===== src/rtl/fifo_pkg.sv =====
// Shared async-FIFO package: pointer width/depth defaults and Gray/binary helpers.
// Helpers work on 32-bit values; callers zero-extend narrower pointers and truncate the result.
package fifo_pkg;

  localparam int FIFO_ADDR_W = 4;
  localparam int PTR_W       = FIFO_ADDR_W + 1;
  localparam int DEPTH       = 2 ** FIFO_ADDR_W;

  function automatic logic [31:0] bin2gray(input logic [31:0] b);
    return b ^ (b >> 1);
  endfunction

  // Each binary bit is the XOR of all Gray bits at and above it.
  function automatic logic [31:0] gray2bin(input logic [31:0] g);
    logic [31:0] b;
    b[31] = g[31];
    for (int i = 30; i >= 0; i--) begin
      b[i] = b[i+1] ^ g[i];
    end
    return b;
  endfunction

endpackage


===== src/rtl/ptr_sync.sv =====
// Multi-flop synchroniser for a Gray pointer crossing into the local clock domain.
// Shared by the write-side and read-side pointer controllers.
module ptr_sync
  import fifo_pkg::*;
#(
  parameter int WIDTH  = PTR_W,
  parameter int STAGES = 2
) (
  input  logic             clk,
  input  logic             rst,
  input  logic [WIDTH-1:0] i_d,
  output logic [WIDTH-1:0] o_q
);

  logic [WIDTH-1:0] r_chain [STAGES];

  always_ff @(posedge clk or posedge rst) begin
    if (rst) begin
      for (int i = 0; i < STAGES; i++) begin
        r_chain[i] <= {WIDTH{1'b0}};
      end
    end else begin
      r_chain[0] <= i_d;
      for (int i = 1; i < STAGES; i++) begin
        r_chain[i] <= r_chain[i-1];
      end
    end
  end

  assign o_q = r_chain[STAGES-1];

endmodule


===== src/rtl/fifo_wptr_full.sv =====
// Async FIFO write-side pointer, full flag and fill level.
// Optional almost_full output enabled by defining FIFO_ALMOST_FULL_EN.
module fifo_wptr_full
  import fifo_pkg::*;
#(
  parameter int ADDR_W       = FIFO_ADDR_W,
  parameter int SYNC_STAGES  = 2
`ifdef FIFO_ALMOST_FULL_EN
  ,
  parameter int AFULL_THRESH = 2
`endif
) (
  input  logic              clk,
  input  logic              rst,
  input  logic              wr_en,
  input  logic [ADDR_W:0]   rptr_gray_in,
  output logic              wr_accept,
  output logic [ADDR_W-1:0] wr_addr,
  output logic [ADDR_W:0]   wptr_gray_out,
  output logic              full,
  output logic [ADDR_W:0]   level
`ifdef FIFO_ALMOST_FULL_EN
  ,
  output logic              almost_full
`endif
);

  localparam int K          = ADDR_W + 1;
  localparam int FIFO_DEPTH = 2 ** ADDR_W;

  logic [K-1:0] r_wbin;
  logic [K-1:0] r_wgray;
  logic         r_full;
  logic [K-1:0] r_level;
  logic [K-1:0] w_wbin_nx;
  logic [K-1:0] w_wgray_nx;
  logic [K-1:0] w_rq;
  logic [K-1:0] w_rbin;
  logic [K-1:0] w_full_ptr;
  logic [K-1:0] w_level_nx;
  logic         w_full_nx;

  ptr_sync #(
    .WIDTH  (K),
    .STAGES (SYNC_STAGES)
  ) u_rptr_sync (
    .clk (clk),
    .rst (rst),
    .i_d (rptr_gray_in),
    .o_q (w_rq)
  );

  assign wr_accept = wr_en & ~r_full;

  always_comb begin
    if (wr_accept) begin
      w_wbin_nx = r_wbin + {{(K-1){1'b0}}, 1'b1};
    end else begin
      w_wbin_nx = r_wbin;
    end
  end

  assign w_wgray_nx = K'(bin2gray(32'(w_wbin_nx)));
  assign w_rbin     = K'(gray2bin(32'(w_rq)));
  // Full when the next write pointer is one lap ahead of the synchronised read pointer.
  assign w_full_ptr = {~w_rq[K-1:K-2], w_rq[K-3:0]};
  assign w_full_nx  = (w_wgray_nx == w_full_ptr);
  assign w_level_nx = w_wbin_nx - w_rbin;

`ifdef FIFO_ALMOST_FULL_EN
  logic [31:0] w_free;
  logic        w_afull_nx;
  logic        r_afull;

  assign w_free     = 32'(FIFO_DEPTH) - 32'(w_level_nx);
  assign w_afull_nx = (w_free <= 32'(AFULL_THRESH));

  always_ff @(posedge clk or posedge rst) begin
    if (rst) begin
      r_afull <= 1'b0;
    end else begin
      r_afull <= w_afull_nx;
    end
  end

  assign almost_full = r_afull;
`endif

  always_ff @(posedge clk or posedge rst) begin
    if (rst) begin
      r_wbin  <= {K{1'b0}};
      r_wgray <= {K{1'b0}};
      r_full  <= 1'b0;
      r_level <= {K{1'b0}};
    end else begin
      r_wbin  <= w_wbin_nx;
      r_wgray <= w_wgray_nx;
      r_full  <= w_full_nx;
      r_level <= w_level_nx;
    end
  end

  assign wr_addr       = r_wbin[ADDR_W-1:0];
  assign wptr_gray_out = r_wgray;
  assign full          = r_full;
  assign level         = r_level;

endmodule


===== config.mk =====
export PLATFORM = sky130hd
export DESIGN_NAME = fifo_wptr_full
export DESIGN_NICKNAME = d
export VERILOG_FILES = /design/src/rtl/fifo_pkg.sv /design/src/rtl/ptr_sync.sv /design/src/rtl/fifo_wptr_full.sv
export SDC_FILE = /design/constraint.sdc
export NUM_CORES = 1
export LEC_CHECK = 0
export CORE_MARGIN = 1
export CORE_UTILIZATION = 40
export CTS_CLUSTER_SIZE = 28
export DETAILED_ROUTE_END_ITERATION = 8
export RECOVER_POWER = 100
export SKIP_CTS_REPAIR_TIMING = 1
export SYNTH_ARGS = -nofsm -noshare
export SYNTH_HDL_FRONTEND = slang
export SYNTH_SLANG_ARGS = --single-unit

===== constraint.sdc =====
create_clock -name clk -period 2.38 [get_ports clk]
set_input_delay 0.357 -clock clk [delete_from_list [all_inputs] [get_ports clk]]
set_output_delay 0.357 -clock clk [all_outputs]
set_load 0.02 [all_outputs]

==> results.sh <==
export IMPL_core_um2=2810
export IMPL_hpwl_um=1450
export IMPL_syn_area_per_cell_um2=13.1
export IMPL_portBuffers=23
export IMPL_ys_seq_elements=25
export IMPL_pin_count=24
export IMPL_ant_nets=0
export IMPL_drt_pre_antenna_iters=6
export IMPL_finalSetupViolCount=0
export IMPL_syn_instance_count=92
export IMPL_start_kind="primary input"
export IMPL_drive_gt1_frac=0.184
export IMPL_vias=738
export IMPL_powerDensity_nw_per_um2=1500
export IMPL_grt_pass1_wl_um=3170
export IMPL_crit_required_ns=2.02
export IMPL_grt_use_total=0.134
export IMPL_crit_fanout=6
export IMPL_seqPwrFrac=0.302
export IMPL_num_nets_final=140
export IMPL_critPathKind="in2out"
export IMPL_dieWidth_um=56.8
export IMPL_die_area_um2=3230
export IMPL_grt_max_degree=26
export IMPL_fin_setup_tns_ns=0
export IMPL_wl_per_cell_um=12.5
export IMPL_syn_area_um2=1200
export IMPL_clk_latency_ns=0.33
export IMPL_drt_wl_total_um=1950
export IMPL_cts_tree="built"
export IMPL_yosys_top_cells_count="25 x dfrtp_1, 10 x xnor2_1, 9 x inv_1, 9 x xor2_1, 5 x ha_1"
export IMPL_ys_warnings_count=0
export IMPL_switchingPower_uw=959
export IMPL_hold_class="reg2reg"
export IMPL_crit_arrival_ns=1.90
export IMPL_rsz0062_at_grt="false"
export IMPL_tightestPinTransition_ns=1.28
export IMPL_dp_slack_ns=0.0528
export IMPL_comb_power_share=0.616
export IMPL_status="finished with violations"
export IMPL_clock_skew_ns=0.00763
export IMPL_drv_slew=0
export IMPL_clkPwrFrac=0.082
export IMPL_layout_min_cycle_time_ns=2.26
export IMPL_slew_headroom=0.146
export IMPL_globalplace_congestion=0.768
export IMPL_route_detailed_drc=4
export IMPL_cts_htree_levels=1
export IMPL_ir_worst_vdd_mv=0.548
export IMPL_antenna_found_initial=0
export IMPL_period_share=0.950
export IMPL_async_flop_share=1.00
export IMPL_fmax_mhz=442
export IMPL_drt_iter0_drc=20
export IMPL_cts_buffers=3
export IMPL_root_buffer="clkbuf_4"
export IMPL_yosysMostFrequentCell="dfrtp_1"
export IMPL_grt_pass1_vias=701
export IMPL_vias_per_cell=4.73
export IMPL_hold_viol=0
export IMPL_syn_nets=106
export IMPL_syn2layout_area_growth_pct=27.8
export IMPL_start_util=0.429
export IMPL_synth_edff_count=0
export IMPL_intPower_uw=1350
export IMPL_clock_sinks=25
export IMPL_synthTopCellsByArea="dfrtp_1 52%, xnor2_1 7.3%, xor2_1 6.6%"
export IMPL_yosysUniqueCellTypes=25
export IMPL_yosysSeqAreaShare=0.520
export IMPL_yosys_area_top_type="dfrtp_1"
export IMPL_overflow=0
export IMPL_num_antenna_cells=0
export IMPL_yosys_area_top_type_share=0.520
export IMPL_leakage_uw=0.000721
export IMPL_path_clk_slew_ns=0.13
export IMPL_die_y_um=56.8
export IMPL_fp_row_count=19
export IMPL_setup_ws_ns=0.119
export IMPL_violations="design-rule violations"
export IMPL_maxCapViolCount=0
export IMPL_clock_path_buffers=2
export IMPL_endpoint_kind="output pin"
export IMPL_synth_flop_cell="dfrtp_1"
export IMPL_switching_share=0.416
## power groups by stage
stage / sequential [uW] / clock (uW) / combinational [uW]
floorplan: 837 / 0 / 842
global placement: 712 / 0 / 1420
detailed placement: 720 / 0 / 1430
CTS: 711 / 194 / 1450
global route: 719 / 220 / 1540
finish: 698 / 189 / 1420
## sequential cells by signal, summed over array words and instances, names as in the netlist
signal,count
u_rptr_sync.r_chain,5
wptr_gray_out,4
r_wbin,5
level,5
u_rptr_sync.o_q,5
full,1
## path summary, 6_finish.rpt
kind / from / end / slack [ns] / cells after the start
worst min register to register: u_rptr_sync.r_chain[8] / u_rptr_sync.o_q[3] / 0.36 / 0
max in group asynchronous: rst / wptr_gray_out[0] / 0.76 / 3
min in group asynchronous: rst / level[3] / 0.87 / 3
worst max register to register: u_rptr_sync.o_q[3] / level[4] / 0.12 / 10
worst max-delay path: wr_en / wr_accept / 0.12 / 4
worst min-delay path: u_rptr_sync.r_chain[8] / u_rptr_sync.o_q[3] / 0.36 / 0
## critical path, cell delays in order
cell,delay [ns]
clkdlybuf4s50_1,0.50
nor2b_4,0.21
buf_4,0.17
dlygate4sd3_1,0.67
## layout make-up
class                           count  area (um2)
Clock buffer                        3        22.5
Clock inverter                      1        5.00
Fill cell                         260        1270
Inverter                            9        33.8
Multi-Input combinational cell     54         509
Sequential cell                    25         626
Tap cell                           31        38.8
Timing Repair Buffer               33         302
## metal layers
layer / vias to the layer above / track usage / share of wire
met3: 6 / 0.0300 / 0.033
met1: 358 / 0.180 / 0.47
met5: - / 0 / 0
li1: 357 / - / -
met4: 0 / 0.0627 / 0.027
met2: 17 / 0.206 / 0.47
## stage by stage
step	utilization	hold slack, ns	instance area [um2]	power (uW)	instances
2_1_floorplan	-	0.331	1200	1680	92
3_3_place_gp	0.527	0.332	1480	2140	147
3_5_place_dp	0.527	0.335	1480	2150	147
4_1_cts	0.537	0.360	1510	2350	151
5_1_grt	0.548	0.374	1540	2480	156
6_report	0.548	0.364	1540	2310	156
## cell usage in the layout, fill, tap and decap left out, types with 2 or more instances in the layout
cell type      Yosys  layout
clkbuf_4           0       4
ha_1               5       4
a21oi_1            4       3
dfrtp_1           25      25
xor2_2             2       2
mux2i_1            3       3
inv_1              9       9
xnor2_1           10      10
xnor2_2            2       2
nand2_1            4       4
a21o_1             3       3
dlygate4sd3_1      0      22
buf_4              2       8
xor2_1             9       9
nand3b_1           2       2
## cells by family after synthesis
kind of cell / Yosys count / share of synthesized area
AO/OA/AOI/OAI: 9 / 0.0499
XOR/XNOR: 24 / 0.212
adder cells (fa/ha/maj): 6 / 0.0687
AND/OR/NAND/NOR: 12 / 0.0697
buffers and inverters: 13 / 0.0541
flip-flops: 25 / 0.520
multiplexers: 3 / 0.0250
Power figures use the tool's default switching activity.
